### src/rtl/nv_nvdla_mcif_eg_pkg.sv
// Shared definitions for the MCIF read egress packers: half masks,
// packer FSM states and dma pd field placement.
package nv_nvdla_mcif_eg_pkg;

    localparam logic [1:0] MASK_LO   = 2'b01;
    localparam logic [1:0] MASK_FULL = 2'b11;
    localparam int         MASK_W    = 2;

    typedef enum logic [0:0] {
        LO_EMPTY = 1'b0,
        LO_HELD  = 1'b1
    } pack_state_e;

    // Mask field sits directly above the 2*DW data field.
    function automatic int pd_mask_lsb(input int dw);
        return 2 * dw;
    endfunction

endpackage

### src/rtl/nv_nvdla_mcif_eg_pd_reg.sv
// Valid/ready output register: a load may overlap a drain without a bubble.
// Only the top RW bits (the header) are reset; the payload is not.
module nv_nvdla_mcif_eg_pd_reg #(
    parameter int PW = 514,
    parameter int RW = 2
) (
    input  logic          nvdla_core_clk,
    input  logic          nvdla_core_rstn,
    input  logic          load,
    input  logic [PW-1:0] load_pd,
    output logic          out_vld,
    input  logic          out_rdy,
    output logic [PW-1:0] out_pd,
    output logic          out_free
);

    logic               vld_r;
    logic [RW-1:0]      hdr_r;
    logic [PW-RW-1:0]   data_r;

    // Valid flag: set by load, cleared by a drain with no concurrent load.
    always_ff @(posedge nvdla_core_clk or negedge nvdla_core_rstn) begin
        if (!nvdla_core_rstn) begin
            vld_r <= 1'b0;
        end else if (load) begin
            vld_r <= 1'b1;
        end else if (out_rdy) begin
            vld_r <= 1'b0;
        end else begin
            vld_r <= vld_r;
        end
    end

    // Header (mask) field, reset so an idle output shows no valid halves.
    always_ff @(posedge nvdla_core_clk or negedge nvdla_core_rstn) begin
        if (!nvdla_core_rstn) begin
            hdr_r <= {RW{1'b0}};
        end else if (load) begin
            hdr_r <= load_pd[PW-1:PW-RW];
        end else begin
            hdr_r <= hdr_r;
        end
    end

    // Payload register, deliberately without reset.
    always_ff @(posedge nvdla_core_clk) begin
        if (load) begin
            data_r <= load_pd[PW-RW-1:0];
        end else begin
            data_r <= data_r;
        end
    end

    assign out_vld  = vld_r;
    assign out_pd   = {hdr_r, data_r};
    assign out_free = !vld_r | out_rdy;

endmodule

### src/rtl/nv_nvdla_mcif_read_eg_pack_dma4.sv
// Read client 4 (rbk) return-data packer: pairs 256-bit beats into
// 512-bit dma4 packets with a half mask, plus emitted-packet counters.
module nv_nvdla_mcif_read_eg_pack_dma4
    import nv_nvdla_mcif_eg_pkg::*;
#(
    parameter int DW   = 256,
    parameter int CNTW = 32
) (
    input  logic              nvdla_core_clk,
    input  logic              nvdla_core_rstn,
    input  logic              rq_vld,
    output logic              rq_rdy,
    input  logic [DW-1:0]     rq_data,
    input  logic              rq_last,
    output logic              dma4_vld,
    input  logic              dma4_rdy,
    output logic [2*DW+1:0]   dma4_pd,
    output logic [CNTW-1:0]   pkt_cnt,
    output logic [CNTW-1:0]   half_cnt
);

    localparam int PW       = 2 * DW + MASK_W;
    localparam int MASK_LSB = pd_mask_lsb(DW);

    pack_state_e      state_r;
    pack_state_e      state_nxt_s;
    logic [DW-1:0]    held_lo_r;
    logic             hold_en_s;
    logic             acc_s;
    logic             out_free_s;
    logic             load_s;
    logic [PW-1:0]    load_pd_s;
    logic             drain_s;
    logic [CNTW-1:0]  pkt_cnt_r;
    logic [CNTW-1:0]  half_cnt_r;

    // Ready: a non-last lower beat only needs the hold register, never the output.
    always_comb begin
        rq_rdy = out_free_s;
        case (state_r)
            LO_EMPTY: rq_rdy = out_free_s | !rq_last;
            LO_HELD:  rq_rdy = out_free_s;
            default:  rq_rdy = out_free_s;
        endcase
    end

    assign acc_s = rq_vld & rq_rdy;

    // Next state, hold-register capture and output load.
    always_comb begin
        state_nxt_s = state_r;
        hold_en_s   = 1'b0;
        load_s      = 1'b0;
        load_pd_s   = {PW{1'b0}};
        case (state_r)
            LO_EMPTY: begin
                if (acc_s && rq_last) begin
                    load_s    = 1'b1;
                    load_pd_s = {MASK_LO, {DW{1'b0}}, rq_data};
                end else if (acc_s) begin
                    hold_en_s   = 1'b1;
                    state_nxt_s = LO_HELD;
                end else begin
                    state_nxt_s = LO_EMPTY;
                end
            end
            LO_HELD: begin
                if (acc_s) begin
                    load_s      = 1'b1;
                    load_pd_s   = {MASK_FULL, rq_data, held_lo_r};
                    state_nxt_s = LO_EMPTY;
                end else begin
                    state_nxt_s = LO_HELD;
                end
            end
            default: state_nxt_s = LO_EMPTY;
        endcase
    end

    // Packer state register.
    always_ff @(posedge nvdla_core_clk or negedge nvdla_core_rstn) begin
        if (!nvdla_core_rstn) begin
            state_r <= LO_EMPTY;
        end else begin
            state_r <= state_nxt_s;
        end
    end

    // Held lower half; stale contents are harmless since state gates its use.
    always_ff @(posedge nvdla_core_clk) begin
        if (hold_en_s) begin
            held_lo_r <= rq_data;
        end else begin
            held_lo_r <= held_lo_r;
        end
    end

    nv_nvdla_mcif_eg_pd_reg #(
        .PW (PW),
        .RW (MASK_W)
    ) u_pd_reg (
        .nvdla_core_clk  (nvdla_core_clk),
        .nvdla_core_rstn (nvdla_core_rstn),
        .load            (load_s),
        .load_pd         (load_pd_s),
        .out_vld         (dma4_vld),
        .out_rdy         (dma4_rdy),
        .out_pd          (dma4_pd),
        .out_free        (out_free_s)
    );

    assign drain_s = dma4_vld & dma4_rdy;

    // Emitted-packet counters; both wrap naturally.
    always_ff @(posedge nvdla_core_clk or negedge nvdla_core_rstn) begin
        if (!nvdla_core_rstn) begin
            pkt_cnt_r  <= {CNTW{1'b0}};
            half_cnt_r <= {CNTW{1'b0}};
        end else if (drain_s) begin
            pkt_cnt_r <= pkt_cnt_r + {{(CNTW-1){1'b0}}, 1'b1};
            if (dma4_pd[MASK_LSB +: MASK_W] == MASK_LO) begin
                half_cnt_r <= half_cnt_r + {{(CNTW-1){1'b0}}, 1'b1};
            end else begin
                half_cnt_r <= half_cnt_r;
            end
        end else begin
            pkt_cnt_r  <= pkt_cnt_r;
            half_cnt_r <= half_cnt_r;
        end
    end

    assign pkt_cnt  = pkt_cnt_r;
    assign half_cnt = half_cnt_r;

endmodule

### config.mk
export PLATFORM = sky130hd
export DESIGN_NAME = nv_nvdla_mcif_read_eg_pack_dma4
export DESIGN_NICKNAME = d
export VERILOG_FILES = /design/src/rtl/nv_nvdla_mcif_eg_pkg.sv /design/src/rtl/nv_nvdla_mcif_eg_pd_reg.sv /design/src/rtl/nv_nvdla_mcif_read_eg_pack_dma4.sv
export SDC_FILE = /design/constraint.sdc
export NUM_CORES = 1
export LEC_CHECK = 0
export BUFFER_PORTS_ARGS = -buffer_cell sky130_fd_sc_hd__buf_2
export CAP_MARGIN = 15
export CORE_AREA = 10 10 322 324
export CTS_BUF_LIST = sky130_fd_sc_hd__clkbuf_2
export CTS_CLUSTER_SIZE = 20
export DETAILED_ROUTE_END_ITERATION = 7
export DIE_AREA = 0 0 332 334
export PLACE_DENSITY_LB_ADDON = 0.15
export SYNTH_ARGS = -nofsm -noshare
export SYNTH_HDL_FRONTEND = slang
export SYNTH_HIERARCHICAL = 1
export SYNTH_SLANG_ARGS = --single-unit
### constraint.sdc
create_clock -name nvdla_core_clk -period 39.1 [get_ports nvdla_core_clk]
set_input_delay 0 -clock nvdla_core_clk [delete_from_list [all_inputs] [get_ports nvdla_core_clk]]
set_output_delay 0 -clock nvdla_core_clk [all_outputs]
set_load 0.05 [all_outputs]
==> results of run 1 <==
==> per-stage QoR <==
step / hold WS (ps) / std cells / setup slack [ps] / util, %
global placement: 200.3 / 3701 / 34760 / 36.93
floorplan: -295.6 / 1647 / 14020 / -
detailed placement: 208.7 / 3701 / 34670 / 36.93
finish: 382.1 / 4875 / 34670 / 47.07
CTS: 45.05 / 4871 / 34670 / 47.06
global route: 144.9 / 4875 / 34340 / 47.07
==> what timing repair did <==
action                                  4_1_cts  5_1_grt
setup buffers                                 0        0
hold buffers                                789        0
endpoints found under the setup margin        0        0
hold endpoints to repair                   1419        0
==> power groups by stage <==
stage | sequential (mW) | clock, mW | combinational, mW
floorplan | 1.32 | 0 | 0.0762
global placement | 1.10 | 0 | 0.363
detailed placement | 1.11 | 0 | 0.366
global route | 1.09 | 0.679 | 0.449
CTS | 1.09 | 0.633 | 0.431
finish | 1.09 | 0.601 | 0.428
==> final cells by class <==
cell class	instances	share of cell area [%]
Multi-Input combinational cell	713	11.47
Inverter	7	0.05721
Clock inverter	42	0.5313
Antenna cell	4	0.02180
Clock buffer	339	3.694
Timing Repair Buffer	1647	26.80
Tap cell	1287	3.506
Sequential cell	836	53.92
==> per-layer routing <==
| metal | track usage (%) | share of wire (%) | up-vias | wire length [um] |
|---|---|---|---|---|
| met5 | 0 | 0.0097 | - | 10 |
| met4 | 11.88 | 6.6 | 2 | 6851 |
| met3 | 7.357 | 8.6 | 315 | 8858 |
| met2 | 30.45 | 49 | 976 | 51160 |
| met1 | 18.41 | 35 | 10700 | 36510 |
| li1 | - | - | 10090 | - |
==> worst max path at each step <==
stage | from | end | slack (ps)
3_3_place_gp | u_pd_reg/out_vld | u_pd_reg/data_r[11] | 34760
6_report | u_pd_reg/out_vld | u_pd_reg/data_r[98] | 34670
2_1_floorplan | u_pd_reg/out_vld | u_pd_reg/hdr_r[0] | 14020
5_1_grt | u_pd_reg/out_vld | u_pd_reg/data_r[98] | 34340
3_5_place_dp | u_pd_reg/out_vld | u_pd_reg/data_r[11] | 34670
4_1_cts | u_pd_reg/out_vld | u_pd_reg/data_r[327] | 34670
==> cells by family (layout without fill, tap and decap cells) <==
| logic type | count (synthesis) | after routing | synth area share (%) |
|---|---|---|---|
| AO/OA/AOI/OAI | 257 | 257 | 7.394 |
| AND/OR/NAND/NOR | 389 | 389 | 7.871 |
| XOR/XNOR | 62 | 62 | 1.785 |
| buffers and inverters | 98 | 2035 | 1.369 |
| flip-flops | 836 | 836 | 81.39 |
| adder cells (fa/ha/maj) | 2 | 2 | 0.08223 |
| other | 0 | 4 | 0 |
| multiplexers | 3 | 3 | 0.1110 |
==> Yosys cell counts, drive strengths merged, types with 2 or more instances <==
master	n	area share [%]
nor2	13	0.16
nand4b	3	0.11
and4	7	0.21
inv	7	0.086
and2	259	5.3
nand2	28	0.35
buf	30	0.53
ha	2	0.082
nor3	8	0.13
and3	10	0.21
nand3	17	0.28
clkbuf	61	0.75
xor2	18	0.52
edfxtp	768	76
mux2	3	0.11
a22o	256	7.4
nand4	27	0.56
nand2b	2	0.049
dfrtp	68	5.6
nor4	11	0.39
xnor2	44	1.3
==> worst max-delay path, stage by stage (launching register included) <==
cell and delay, ps:
sky130_fd_sc_hd__dfrtp_1 470, sky130_fd_sc_hd__nand2b_1 170, sky130_fd_sc_hd__nand2_1 150, sky130_fd_sc_hd__nor2_4 580
sky130_fd_sc_hd__buf_4 630, sky130_fd_sc_hd__buf_4 840, sky130_fd_sc_hd__buf_4 920
==> registers in the layout, summed over array words and instances (netlist names) <==
name	count
state_r	1
u_pd_reg/data_r	512
pkt_cnt	32
half_cnt	32
u_pd_reg/out_vld	1
held_lo_r	256
u_pd_reg/hdr_r	2
==> impl_metrics.yaml, run 1 <==
sta:
  final-setup-viol-count: 0
  fin_tns_setup_ps: 0
  clock_skew_ps: 113.2
  report.final.hold_viol_count: 0
  grt_setup_unrepaired: "no"
  timing.fmax_ghz: 0.2260
  timing.max_slew.rel_slack_pct: 25.55
  final_max_slew_viol_count: 0
  fin_crit_ps: 4425
  final_cycle_utilization_of_the_critical_path_pct: 11.32
  worst-slew-pin-transition_ps: 1117
cts:
  tritoncts_buffers: 216
  cts.clk_slew.worst_paths_ps: 120
  root_buffer: "sky130_fd_sc_hd__clkbuf_2"
  cts-root-to-sink-buffers: 3
  cts_tree: "done"
  clk_latency_ps: 1450
  cts.htree.levels: 4
  postCtsResizedCells: 0
  clkSinkCount: 836
worst_setup_path:
  setup.reg_to_reg.worst_slack_ps: 34670
  timing.critical_path.from_type: "flop"
  worst-endpoint-required_ps: 40110
  crit_type: "reg2reg"
  arrival_ps: 5430
  rr_worst_depth: 6
  r2r-start: "u_pd_reg/out_vld"
  crit-reg2reg-capture: "u_pd_reg/data_r[98]"
  worst_setup_path_end_kind: "flop"
  crit_fanout: 80
placement:
  gp_congestion: 0.7963
  dpl-instance-area_mm2: 0.03603
  io_buffers: 840
  dp_hpwl_mm: 64.97
final_layout:
  area.growth.synth_to_final_pct: 50.93
  drive_gt1_share_pct: 34.54
  mostFrequentLayoutCell: "sky130_fd_sc_hd__buf_2"
  num-nets-final: 3684
  finalInstanceArea_mm2: 0.04592
  final_cell_mix: "sky130_fd_sc_hd__buf_2, sky130_fd_sc_hd__dlygate4sd3_1, sky130_fd_sc_hd__edfxtp_1"
  register_area_mm2: 0.02476
  multiInputGateArea_mm2: 0.005266
  nFillCells: 8598
power:
  p_sw_share_pct: 32.42
  ir_worst_vdd_uv: 24.79
  seq_power_share_pct: 51.3
  final_total_power_mw: 2.114
  cell_internal_pwr_mw: 1.429
  power.leakage_nw: 18.91
  comb_power_share_pct: 20.2
  p_clk_share_pct: 28.4
  total_switching_power_mw: 0.6853
  pwr_density_cell_mw_per_mm2: 46.03
synth:
  synth_seq_area_share_pct: 81.39
  postSynth.topFlopCell: "sky130_fd_sc_hd__edfxtp_1"
  ys_types: 34
  netlist_instances: 1647
  synth.yosys.warnings: 6
  postSynth.asyncResetShare_pct: 8.134
  synthesized_nets: 1910
  synth-edff-count: 768
  syn-cell-area_mm2: 0.03043
  postSynthRegisterBits: 836
  syn_area_per_cell_um2: 18.47
die:
  die_width_um: 332
  design.portCount: 841
  placeableCoreArea_mm2: 0.09756
  dieArea_mm2: 0.1109
  initial_utilization_pct: 31.19
  num_rows: 115
  die-height_um: 334
global_route:
  grt_pass1_vias: 24330
  grt_overflow: 0
  grt_usage_pct: 18.08
  grt_pass1_wl_mm: 153.4
  antenna_found_initial: 3
  maximum_number_of_pins_on_one_net_before_global_route_repair: 228
detailed_routing:
  drt-vias-per-instance: 4.530
  final_antenna_net_count: 0
  drt_pre_antenna_iters: 5
  routed_wl_mm: 103.4
  via_count: 22080
  drc_errors: 0
  dr.first_iter.drc_count: 1243
  drt-wirelength-per-cell_um: 21.21
hold_path:
  worst_hold_path.num_cells: 5
  holdPathEnd: "held_lo_r[254]"
  holdCritPathClass: "in2reg"
  worstHoldStart: "rq_last"
run_status:
  run_status: "finished clean"
run:
  max_cap_violations: 0
Note: power is estimated with default switching activity, not from simulation.
==> inputs of run 2 (changes only) <==
- clock period: 39.1 -> 3.9 ns (I/O delays scaled with it)
==> impl_metrics.yaml, run 2 (synthesized netlist as in run 1, its figures left out) <==
sta:
  final-setup-viol-count: 0
  timing.max_slew.rel_slack_pct: 32.30
  grt_setup_unrepaired: "no"
  fin_crit_ps: 2804
  report.final.hold_viol_count: 0
  fin_hold_ws_ps: 399.6
  clock_skew_ps: 114.8
  final_cycle_utilization_of_the_critical_path_pct: 71.91
  worst-slew-pin-transition_ps: 1012
  final_max_slew_viol_count: 0
  timing.fmax_ghz: 0.3566
cts:
  clkSinkCount: 836
  cts.htree.levels: 4
  cts_tree: "done"
  cts-root-to-sink-buffers: 3
  clk_latency_ps: 1420
  cts.clk_slew.worst_paths_ps: 100
  tritoncts_buffers: 217
  cts.repair_timing.setup_buffer_count: 0
  root_buffer: "sky130_fd_sc_hd__clkbuf_2"
  postCtsResizedCells: 0
power:
  power.leakage_nw: 19.07
  seq_power_share_pct: 50.8
  comb_power_share_pct: 20.5
  cell_internal_pwr_mw: 14.51
  p_sw_share_pct: 32.25
  ir_worst_vdd_uv: 233.4
  total_switching_power_mw: 6.906
  p_clk_share_pct: 28.7
  pwr_density_cell_mw_per_mm2: 462.0
detailed_routing:
  drc_errors: 0
  top_layer_used: "met5"
  wl_met2_mm: 53.41
  drt-vias-per-instance: 4.504
  via_count: 22060
  dr.first_iter.drc_count: 1450
  drt-wirelength-per-cell_um: 21.48
  drt_pre_antenna_iters: 5
  final_antenna_net_count: 0
  routed_wl_mm: 105.2
  met3_length_mm: 8.426
  wl_met1_mm: 37.25
worst_setup_path:
  cpMostUsedCell: "sky130_fd_sc_hd__dlygate4sd3_1"
  worst_setup_path_end_kind: "flop"
  crit_fanout: 138
  arrival_ps: 4000
  timing.critical_path.from_type: "primary input"
  crit_type: "in2reg"
  r2r-start: "u_pd_reg/out_vld"
  critPathMaxStageDelay_ps: 680
  worst_path_top_cell_family_by_delay: "buffers and inverters"
  slowest_stage: "sky130_fd_sc_hd__dlygate4sd3_1"
  setup.reg_to_reg.worst_slack_ps: 1250
  worst_path_cell_chain: "dlygate4sd3_1 -> dlygate4sd3_1 -> buf_2 -> dlygate4sd3_1 -> nand2b_4 -> nand2_4 -> nor3b_2 -> dlygate4sd3_1 -> buf_12 -> a22o_1"
  crit_buf_inv: 6
  worst-endpoint-required_ps: 5090
  critical_path.startpoint: "dma4_rdy"
  rr_worst_depth: 6
  worstSetupPathDepth: 10
  crit-reg2reg-capture: "u_pd_reg/data_r[83]"
die:
  placeableCoreArea_mm2: 0.09756
  dieArea_mm2: 0.1109
  num_rows: 115
  design.portCount: 841
  die-height_um: 334
  initial_utilization_pct: 31.19
  die_width_um: 332
hold_path:
  holdPathEnd: "held_lo_r[193]"
  worst_hold_path.num_cells: 4
  worstHoldStart: "rq_data[193]"
  holdCritPathClass: "in2reg"
placement:
  dpl-instance-area_mm2: 0.03641
  io_buffers: 840
  dp_hpwl_mm: 68.65
  gp_congestion: 0.8063
final_layout:
  biggestRegsByFlops: "u_pd_reg/data_r: 512 flops, held_lo_r: 256 flops"
  multiInputGateArea_mm2: 0.005281
  postLayoutCoreUtil_pct: 47.51
  mostFrequentLayoutCell: "sky130_fd_sc_hd__buf_2"
  drive_gt1_share_pct: 34.73
  final_cell_mix: "sky130_fd_sc_hd__buf_2, sky130_fd_sc_hd__dlygate4sd3_1, sky130_fd_sc_hd__edfxtp_1"
  num-nets-final: 3708
  finalInstanceArea_mm2: 0.04635
  largest_register_ffs: 512
  register_area_mm2: 0.02477
  nFillCells: 8586
  most_flops_register: "u_pd_reg/data_r"
  area.growth.synth_to_final_pct: 52.33
global_route:
  grt_overflow: 0
  grt_pass1_wl_mm: 157.1
  antenna_found_initial: 9
  grt_pass1_vias: 24510
  grt_usage_pct: 18.51
  maximum_number_of_pins_on_one_net_before_global_route_repair: 139
run_status:
  run_status: "finished clean"
run:
  max_cap_violations: 0
[run 2: worst max path at each step]
stage                                end  slack (ps)
finish               u_pd_reg/data_r[83]        1100
global route                      rq_rdy         970
CTS                 u_pd_reg/data_r[324]          40
detailed placement  u_pd_reg/data_r[498]        1540
global placement    u_pd_reg/data_r[498]        1580
floorplan              u_pd_reg/hdr_r[0]       -5310
[run 2: repair_timing]
action                                  4_1_cts  5_1_grt
endpoints found under the setup margin        0        1
endpoints found under the hold margin      1672        0
hold buffers                                788        0
[run 2: per-layer routing]
layer	track usage, %	up-vias
met3	7.016	290
li1	-	10140
met1	18.93	10730
met4	11.23	2
met5	0	-
met2	31.90	905
[run 2: worst min-delay path, delay by kind of cell]
kind	cells	cell delay (ps)
buffers and inverters	4	1710
[run 2: metrics by stage]
| stage | setup slack (ps) | instances | TNS (ps) | total power, mW |
|---|---|---|---|---|
| after floorplan | -5307 | 1647 | -2500780 | 13.65 |
| after global placement | 1585 | 3726 | 0 | 14.80 |
| after detailed placement | 1537 | 3726 | 0 | 14.84 |
| after CTS | 39.19 | 4893 | 0 | 21.79 |
| after global routing | 972.9 | 4897 | 0 | 22.49 |
| final | 1096 | 4899 | 0 | 21.41 |
[run 2: power groups by stage]
| stage | clock, mW | combinational, mW | sequential [mW] |
|---|---|---|---|
| 3_5_place_dp | 0 | 3.76 | 11.1 |
| 5_1_grt | 6.94 | 4.62 | 10.9 |
| 3_3_place_gp | 0 | 3.73 | 11.1 |
| 2_1_floorplan | 0 | 0.765 | 12.9 |
| 4_1_cts | 6.49 | 4.42 | 10.9 |
| 6_report | 6.15 | 4.38 | 10.9 |
[run 2: cell type report]
type,count,area share [%]
Tap cell,1287,3.474
Antenna cell,7,0.03779
Sequential cell,836,53.43
Clock inverter,54,0.8044
Clock buffer,325,3.509
Timing Repair Buffer,1670,27.29
Inverter,7,0.05669
Multi-Input combinational cell,713,11.39
